File: config.mk
export PLATFORM = sky130hd
export DESIGN_NAME = serial_frame_rx
export DESIGN_NICKNAME = d
export VERILOG_FILES = /design/src/rtl/serial_pkg.sv /design/src/rtl/serial_rx_buf.sv /design/src/rtl/serial_frame_rx.sv
export SDC_FILE = /design/constraint.sdc
export NUM_CORES = 1
export LEC_CHECK = 0
export CAP_MARGIN = 20
export CORE_ASPECT_RATIO = 0.9
export CORE_UTILIZATION = 42
export CTS_BUF_LIST = sky130_fd_sc_hd__clkbuf_4
export CTS_CLUSTER_DIAMETER = 200
export CTS_CLUSTER_SIZE = 8
export DETAILED_ROUTE_END_ITERATION = 6
export PLACE_DENSITY_LB_ADDON = 0.2
export RECOVER_POWER = 25
export SKIP_LAST_GASP = 1
export SYNTH_ARGS = -nofsm -noshare
export SYNTH_HDL_FRONTEND = slang
export SYNTH_SLANG_ARGS = --single-unit
File: constraint.sdc
create_clock -name clk -period 1.3 [get_ports clk]
set_input_delay 0.195 -clock clk [delete_from_list [all_inputs] [get_ports clk]]
set_output_delay 0.195 -clock clk [all_outputs]
set_load 0.005 [all_outputs]
File: src/rtl/serial_pkg.sv
// Shared types and helpers for the serial frame receiver.
package serial_pkg;

  typedef enum logic [1:0] {
    IDLE   = 2'd0,
    DATA   = 2'd1,
    PARITY = 2'd2
  } state_t;

  localparam logic START_BIT = 1'b1;

  // Widest data word the parity helper accepts; callers zero-extend.
  localparam int unsigned PAR_MAX_W = 64;

  function automatic logic parity(input logic [PAR_MAX_W-1:0] v);
    return ^v;
  endfunction

endpackage

File: src/rtl/serial_rx_buf.sv
// One-entry valid/ready output buffer with sticky overrun for the frame receiver.
module serial_rx_buf #(
  parameter int unsigned DATA_W = 8
) (
  input  logic              clk,
  input  logic              rst,
  input  logic              done,
  input  logic [DATA_W-1:0] word,
  input  logic              perr,
  input  logic              data_ready,
  input  logic              ovr_clr,
  output logic [DATA_W-1:0] data_out,
  output logic              data_valid,
  output logic              parity_err,
  output logic              overrun
);

  logic accept_c;
  logic drop_c;

  // A completed frame fits if the slot is empty or is being drained this cycle.
  assign accept_c = done && (!data_valid || data_ready);
  assign drop_c   = done && data_valid && !data_ready;

  always_ff @(posedge clk or negedge rst) begin
    if (!rst) begin
      data_out   <= '0;
      data_valid <= 1'b0;
      parity_err <= 1'b0;
    end else if (accept_c) begin
      data_out   <= word;
      parity_err <= perr;
      data_valid <= 1'b1;
    end else if (data_valid && data_ready) begin
      data_valid <= 1'b0;
    end
  end

  // Set wins over a coincident clear so a drop is never lost.
  always_ff @(posedge clk or negedge rst) begin
    if (!rst) begin
      overrun <= 1'b0;
    end else if (drop_c) begin
      overrun <= 1'b1;
    end else if (ovr_clr) begin
      overrun <= 1'b0;
    end
  end

endmodule

File: src/rtl/serial_frame_rx.sv
// Serial frame receiver: start-bit detect, MSB-first data capture, optional even parity.
module serial_frame_rx
  import serial_pkg::*;
#(
  parameter int unsigned DATA_W    = 8,
  parameter bit          PARITY_EN = 1'b1
) (
  input  logic              clk,
  input  logic              rst,
  input  logic              serial_in,
  input  logic              bit_en,
  input  logic              data_ready,
  input  logic              ovr_clr,
  output logic [DATA_W-1:0] data_out,
  output logic              data_valid,
  output logic              parity_err,
  output logic              overrun,
  output logic              busy
);

  localparam int unsigned CNT_W = $clog2(DATA_W);
  localparam logic [CNT_W-1:0] LAST_BIT = CNT_W'(DATA_W - 1);

  state_t            state_q, state_d;
  logic [DATA_W-1:0] sr_q, sr_d;
  logic [CNT_W-1:0]  cnt_q, cnt_d;
  logic              done_c;
  logic [DATA_W-1:0] word_c;
  logic              perr_c;

  always_ff @(posedge clk or negedge rst) begin
    if (!rst) begin
      state_q <= IDLE;
      sr_q    <= '0;
      cnt_q   <= '0;
    end else begin
      state_q <= state_d;
      sr_q    <= sr_d;
      cnt_q   <= cnt_d;
    end
  end

  // Next-state, shift/count and frame-completion decode; all gated by bit_en.
  always_comb begin
    state_d = state_q;
    sr_d    = sr_q;
    cnt_d   = cnt_q;
    done_c  = 1'b0;
    word_c  = sr_q;
    perr_c  = 1'b0;
    if (bit_en) begin
      unique case (state_q)
        IDLE: begin
          if (serial_in == START_BIT) begin
            state_d = DATA;
            cnt_d   = '0;
          end
        end
        DATA: begin
          sr_d  = {sr_q[DATA_W-2:0], serial_in};
          cnt_d = cnt_q + CNT_W'(1);
          if (cnt_q == LAST_BIT) begin
            cnt_d = '0;
            if (PARITY_EN) begin
              state_d = PARITY;
            end else begin
              state_d = IDLE;
              done_c  = 1'b1;
              word_c  = sr_d;
            end
          end
        end
        PARITY: begin
          state_d = IDLE;
          done_c  = 1'b1;
          perr_c  = serial_in ^ parity(PAR_MAX_W'(sr_q));
        end
        default: state_d = IDLE;
      endcase
    end
  end

  assign busy = (state_q != IDLE);

  serial_rx_buf #(
    .DATA_W(DATA_W)
  ) u_buf (
    .clk        (clk),
    .rst        (rst),
    .done       (done_c),
    .word       (word_c),
    .perr       (perr_c),
    .data_ready (data_ready),
    .ovr_clr    (ovr_clr),
    .data_out   (data_out),
    .data_valid (data_valid),
    .parity_err (parity_err),
    .overrun    (overrun)
  );

endmodule
---- Yosys cells after proc, flatten, opt, wreduce, memory -nomap -nowiden ----
Cells that the tools add are included.
word-level totals
  input bits .............................. 6
  logic and storage cells ................. 44
  bits in registers ....................... 24
operators by class
  bitwise operators ....................... 1
  reduce and logical (&&, ||, !) cells .... 16
  $add $sub $neg .......................... 1
  muxes and demuxes ....................... 14
  eq/ne operators ......................... 5
operator list
  cell                                            number
  XOR reduction 64 bit                            1
  2-to-1 mux 1 bit                                8
  nonzero test 2 bit                              4
  2-to-1 mux 3 bit                                2
  one-hot mux 3 bit (2 select lines)              1
  AND reduction 3 bit                             2
  logical AND 1 bit                               4
  2-to-1 mux 2 bit                                2
  != test 2 bit (second input constant)           2
  one-hot mux 2 bit (2 select lines)              1
  adder 3 x 1 -> 3 bit (second input constant)    1
  == test 3 bit (second input constant)           1
  == test 2 x 1 -> 1 bit (second input constant)  1
  == test 2 bit (second input constant)           1
  logical NOT 1 bit                               2
  logical NOT 2 bit                               1
  AND reduction 2 bit                             1
  logical OR 1 bit                                1
  XOR 1 bit                                       1

---- Logic depth before layout (Yosys ltp) ----
Gate-level depths: netlist (run 1).
  depth in word-level cells ............... 6
  mapped depth ............................ 5

---- By module ----
A second synthesis (run 1) with hierarchy kept.
second synthesis, totals
  cell total of the unflattened synthesis .. 73
  area total of the unflattened synthesis .. 1057.3 sq um
by module, submodules not included
  module           area an instance (sq um)  sequential area each (sq um)  cells each  instances
  serial_frame_rx  638.1                     325.3                         47          1
  serial_rx_buf    419.2                     275.3                         26          1

---- Worst setup path after synthesis (run 1) ----
Ideal clock, no wire load.
  path type ............................... reg2reg
  start ................................... reg sr_q[3]
  end ..................................... reg u_buf.parity_err
  data required time ...................... 1.175 ns
  arrival ................................. 1.313 ns
  slack ................................... -0.138 ns
  setup time .............................. 0.125 ns
  stages on the path, launching flop included .. 5
  path through ............................ dfrtp_1 > xnor2_1 > xnor3_1 > xnor2_1 > mux2_4
between the ends
  longest elaborated chain between the ends .. 4
RTL lines
  item                    line                   text
  from (decl)             serial_frame_rx.sv:25  logic [DATA_W-1:0] sr_q, sr_d;
  from (signal assigned)  serial_frame_rx.sv:38  sr_q <= sr_d;
  XOR reduction 64 bit    serial_pkg.sv:16       return ^v;
  XOR 1 bit               serial_frame_rx.sv:76  perr_c = serial_in ^ parity(PAR_MAX_W'(sr_q));
  2-to-1 mux 1 bit        serial_frame_rx.sv:52  unique case (state_q)
  2-to-1 mux 1 bit        serial_frame_rx.sv:51  if (bit_en) begin
  to (signal assigned)    serial_rx_buf.sv:32    parity_err <= perr;
  to (decl)               serial_rx_buf.sv:14    output logic parity_err,
No other way between the ends.
A chain may end at the register's enable or synchronous reset.

---- Worst setup path after layout (run 1) ----
  start ................................... reg sr_q[2]
  end ..................................... reg u_buf.parity_err
Same word-level chain as after synthesis.

==> impl_metrics.json, run 1 <==
{
  "ff2ff_path_depth": 4,
  "die_x_um": 54.1,
  "wl_per_cell_um": 13.4,
  "drt_iter0_markers": 9,
  "cts.clk_slew.worst_paths_ps": 130,
  "syn2layout_area_growth_pct": 41.1,
  "arrival_ps": 1720,
  "routed_wl_um": 2130,
  "ios": 18,
  "crit_required_ps": 1520,
  "slew_headroom": 0.611,
  "dr.pass1.iters": 4,
  "criticalPathCategory": "flip-flop to flip-flop",
  "num_vias": 795,
  "cpPeakStageDelay_ps": 430,
  "drtAntennaViolNets": 0,
  "antenna_found_initial": 0,
  "finalSetupViolCount": 9,
  "crit_chain": "xnor2_2 -> xnor3_1 -> xnor2_1 -> mux2_4",
  "synth-xor-area-share": 0.0732,
  "grt_overflow": 0,
  "fillCellCount": 199,
  "drc": 0,
  "clock_latency_ps": 310,
  "internal_power_w": 0.00192,
  "clockPowerShare": 0.115,
  "cp.depth": 4,
  "viasPerCell": 5.00,
  "slowest_stage": "dfrtp_1",
  "nets": 141,
  "layout_commonest_cell": "nand2_1",
  "synth_fp_nets": 98,
  "synth-simple-area-share": 0.137,
  "core-area_um2": 2240,
  "track_usage": 0.174,
  "violations": "setup timing",
  "yosysUniqueCellTypes": 20,
  "postSynthCellCount": 90,
  "hp-class": "input pin to asynchronous set/reset pin",
  "finalCriticalPeriod_ps": 1500,
  "period_share": 1.16,
  "grt_max_degree": 25,
  "final_max_slew_viol_count": 0,
  "clockBufferDepth": 2,
  "layout_setup_ws_ps": -202,
  "start_kind": "flip-flop",
  "chipHeight_um": 48.9,
  "synth_area_per_cell_um2": 11.4,
  "dpl.hpwl_um": 1420,
  "path_max_fanout": 2,
  "ys_warn_count": 0,
  "synth_fa_ha_area_frac": 0.0244,
  "clock_sinks": 24,
  "combPwrFrac": 0.483,
  "gp_congestion": 0.759,
  "synth.area.mux_share": 0.102,
  "drive_above_1_share": 0.311,
  "start_util": 0.458,
  "rows": 16,
  "power_w": 0.00283,
  "grt_pass1_wl_um": 3260,
  "power_density_nw_per_um2": 1950,
  "cts.htree.levels": 1,
  "seqPwrFrac": 0.402,
  "netlist_area_um2": 1030,
  "p_sw_frac": 0.320,
  "n_antenna_cell": 0,
  "cts_buffers": 3,
  "hold_viol": 0,
  "first_global_vias": 784,
  "synth_top_family_by_area": "simple AND/OR/NAND/NOR gates",
  "port_buffers": 17,
  "synth-seq-cells": 24,
  "fmax_mhz": 666,
  "fin_hold_ws_ps": 392,
  "status": "complete, but fails checks",
  "mostFrequentLayoutCells": "nand2_1, dfrtp_1, buf_4",
  "cts_root_buf": "clkbuf_4",
  "cp.buffers_inverters": 0,
  "tightestPinTransition_ps": 584,
  "ys_seq_area_frac": 0.585,
  "worstSetupEndpointType": "flip-flop",
  "fin_skew_ps": 9.19,
  "peakVddDrop_mv": 1.24,
  "max_cap_violations": 0,
  "cts_tree": "yes",
  "p_sw_w": 0.000904,
  "stdcell_count": 159,
  "p_leak_nw": 0.794,
  "cpLargestDelayFamily": "XOR/XNOR gates",
  "pre_cts_slack_ps": -358,
  "grt_setup_unrepaired": "true",
  "dp.cells": 150,
  "synth-compound-area-share": 0.0549,
  "dieArea_um2": 2640
}
==> area by class of cell <==
| type | count | area, um2 | share of cell area |
|---|---|---|---|
| tap | 27 | 33.8 | 0.0233 |
| sequential | 24 | 601 | 0.415 |
| multi-input combinational | 61 | 450 | 0.311 |
| inverter | 4 | 15.0 | 0.0104 |
| clock buffer | 3 | 22.5 | 0.0156 |
| timing repair buffer | 39 | 322 | 0.222 |
| clock inverter | 1 | 3.75 | 0.00259 |
==> path summary, 6_finish.rpt <==
check | end | from | slack [ps]
max | u_buf.parity_err | sr_q[2] | -200
min | u_buf.overrun | rst | 390
max reg2reg | u_buf.parity_err | sr_q[2] | -200
min reg2reg | u_buf.data_out[6] | u_buf.data_out[6] | 510
max in group asynchronous | sr_q[2] | rst | 510
min in group clk | u_buf.overrun | ovr_clr | 440
==> power by group through the flow <==
stage,Combinational (W),Clock [W],Sequential [W]
final,0.00136,0.000324,0.00114
after global placement,0.00119,0,0.00112
after detailed placement,0.00122,0,0.00114
after CTS,0.00125,0.000336,0.00112
after floorplan,0.000686,0,0.00114
after global routing,0.00150,0.000377,0.00116
==> logic make-up after synthesis <==
kind of cell | count (synthesis)
flops | 24
fa+ha+maj | 2
compound gates | 8
simple gates | 34
buf+inv | 6
mux | 9
xor+xnor | 7
==> flip-flops by register name, summed over array words and instances (netlist names) <==
signal and cells:
sr_q 8, u_buf.data_out 8, cnt_q 3, state_q 2, u_buf.data_valid 1, u_buf.overrun 1
u_buf.parity_err 1
==> repair_timing <==
action,4_1_cts,5_1_grt
endpoints found under the hold margin,0,0
hold buffers,0,0
setup buffers,3,2
pin swaps,2,1
gates resized for setup,14,14
cloned,0,1
endpoints found under the setup margin,21,17
==> metrics by stage <==
stage                     area, um2  TNS, ps  utilization
after floorplan                1030     -679            -
after global placement         1370    -5310        0.610
after detailed placement       1370    -5680        0.610
after CTS                      1390    -1100        0.620
after global routing           1450    -1230        0.646
final                          1450     -685        0.646
==> layer usage <==
layer / up-vias / wire [um] / global-route usage
li1: 383 / - / -
met1: 392 / 922 / 0.204
met2: 20 / 1100 / 0.300
met3: 0 / 107 / 0.0654
met4: 0 / 0 / 0.0256
met5: - / 0 / 0
==> Yosys cell counts <==
cell | count | area, um2
o22ai_1 | 3 | 18.8
o31ai_1 | 1 | 7.51
buf_2 | 1 | 5.00
inv_1 | 4 | 15.0
xnor2_1 | 5 | 43.8
nor2b_1 | 2 | 12.5
and2_1 | 1 | 6.26
o21ai_0 | 1 | 5.00
ha_1 | 2 | 25.0
nand2b_1 | 1 | 6.26
clkbuf_1 | 1 | 3.75
a22oi_1 | 1 | 7.51
mux2_4 | 1 | 15.0
mux2_2 | 8 | 90.1
xnor3_1 | 1 | 22.5
nand2_1 | 29 | 109
dfrtp_1 | 24 | 601
and3_1 | 1 | 6.26
xor2_1 | 1 | 8.76
a22o_1 | 2 | 17.5
No activity file was read; power rests on OpenSTA's default activity.
==> run 2, diff against run 1 <==
- CORE_ASPECT_RATIO: 0.9 -> 0.8
- CTS_BUF_LIST: sky130_fd_sc_hd__clkbuf_4 -> sky130_fd_sc_hd__clkbuf_16
==> run 2 against run 1 <==
Effect of this change:
- the run ends with DRC, setup timing left
- wire length fell by 2.2%
- sequential share of layout area fell by 3.8 points
- first-iteration DRC count rose by 67%
- register-to-register slack improved by 30 ps
- power rose by 16%
- critical path depth did not move
- critical path type unchanged
==> impl_metrics.json, run 2 (synthesis results as in run 1) <==
{
  "period_share": 1.13,
  "fin_skew_ps": 5.59,
  "grt_setup_unrepaired": "true",
  "crit_required_ps": 1440,
  "dpl.hpwl_um": 1330,
  "fillCellCount": 157,
  "drt_iter0_markers": 15,
  "tightestPinTransition_ps": 590,
  "pre_cts_slack_ps": -339,
  "finalSetupViolCount": 9,
  "start_util": 0.459,
  "peakVddDrop_mv": 1.26,
  "power_w": 0.00327,
  "drc": 3,
  "n_antenna_cell": 0,
  "ios": 18,
  "r2r_start": "sr_q[5]",
  "die_x_um": 57.3,
  "rr_endpoint": "u_buf.parity_err",
  "core-area_um2": 2230,
  "first_global_vias": 739,
  "track_usage": 0.178,
  "finalSetupTns_ps": -345,
  "cts_buffers": 3,
  "routed_wl_um": 2080,
  "fmax_mhz": 679,
  "slew_headroom": 0.607,
  "layout_commonest_cell": "nand2_1",
  "grt_max_degree": 25,
  "fin_hold_ws_ps": 374,
  "viasPerCell": 4.84,
  "chipHeight_um": 46.2,
  "rows": 15,
  "port_buffers": 17,
  "reg_top3": "sr_q x8, u_buf.data_out x8, cnt_q x3",
  "placed_area_um2": 1370,
  "path_max_fanout": 2,
  "clock_latency_ps": 260,
  "hp-class": "input pin to flip-flop",
  "crit_end": "u_buf.parity_err",
  "cts_root_buf": "clkbuf_16",
  "grt_overflow": 0,
  "wl_per_cell_um": 13.0,
  "dieArea_um2": 2650,
  "power_density_nw_per_um2": 2050,
  "clock_sinks": 24,
  "hold_viol": 0,
  "cts.htree.levels": 1,
  "layout_setup_ws_ps": -173,
  "nets": 144,
  "clockBufferDepth": 2,
  "final_max_slew_viol_count": 0,
  "finalCriticalPeriod_ps": 1470,
  "start_kind": "flip-flop",
  "mostFrequentLayoutCells": "nand2_1, dfrtp_1, buf_4",
  "crit_start": "sr_q[5]",
  "syn2layout_area_growth_pct": 55.1,
  "drive_above_1_share": 0.311,
  "r2r_slack_ps": -170,
  "cts_tree": "yes",
  "num_vias": 775,
  "grt_pass1_wl_um": 3330,
  "gp_congestion": 0.827,
  "criticalPathCategory": "flip-flop to flip-flop",
  "dr.pass1.iters": 6,
  "ff2ff_path_depth": 4,
  "p_leak_nw": 0.918,
  "drtAntennaViolNets": 0,
  "antenna_found_initial": 0,
  "status": "complete, but fails checks",
  "max_cap_violations": 0,
  "violations": "DRC, setup timing",
  "worstSetupEndpointType": "flip-flop",
  "arrival_ps": 1610,
  "cts.clk_slew.worst_paths_ps": 60,
  "fin_area_um2": 1590
}
[run 2: cell types whose count changed in the layout (fill, tap and decap cells not counted), sizes merged]
| cell | previous run | this run |
|---|---|---|
| bufinv | 0 | 1 |
| dlygate4sd2 | 11 | 6 |
| dlymetal6s2s | 0 | 5 |
| buf | 21 | 25 |
| clkinv | 1 | 0 |
| and3 | 2 | 1 |
[run 2: power breakdown]
part / total [W] / leakage [nW] / switching, W / internal (W)
logic: 0.00128 / 0.551 / 0.000489 / 0.000792
registers: 0.00113 / 0.316 / 0.000156 / 0.000970
clock network: 0.000861 / 0.0511 / 0.000249 / 0.000611
[run 2: stage by stage]
step                      utilization  cells
after floorplan                     -     90
after global placement          0.615    149
after detailed placement        0.615    149
after CTS                       0.690    156
after global routing            0.713    160
final                           0.713    160
[run 2: worst min-delay path by stage]
stage / from / end / slack, ps / cells after the start
final: bit_en / state_q[1] / 370 / 3
after detailed placement: cnt_q[0] / cnt_q[0] / 480 / 1
after global routing: bit_en / state_q[1] / 380 / 3
after floorplan: rst / cnt_q[0] / -100 / 0
after global placement: cnt_q[0] / cnt_q[0] / 480 / 1
after CTS: rst / u_buf.data_valid / 310 / 2
[run 2: cell type report]
type	instances	area, um2	share of cell area
multi-input combinational	60	440	0.277
tap	25	31.3	0.0197
sequential	24	601	0.377
inverter	4	15.0	0.00943
timing repair buffer	43	399	0.251
clock buffer	3	75.1	0.0472
clock inverter	1	30.0	0.0189
[run 2: metal layers]
layer  share of wire  wire [um]  GRT usage
met1            0.48        991      0.218
met2            0.47        987      0.306
met3           0.044         91     0.0618
met4          0.0053         11     0.0439
met5               0          0          0
[run 2: what timing repair did]
action	in CTS	in global routing
setup buffers	2	4
setup endpoints to repair	17	16
gates cloned	1	0
gates resized for setup	15	11
hold buffers	0	0
pin swaps	2	0
[run 2: worst max-delay path, stage by stage, from the launching register on]
cell and delay [ps]:
dfrtp_1 390, xnor2_1 160, xnor3_1 420, xnor2_1 140, mux2_4 260
==> run 3, diff against run 2 <==
- CTS_CLUSTER_SIZE: 8 -> 20
==> results of run 3 <==
Same layout as run 2: the final DEF is identical, and so are final timing and power.
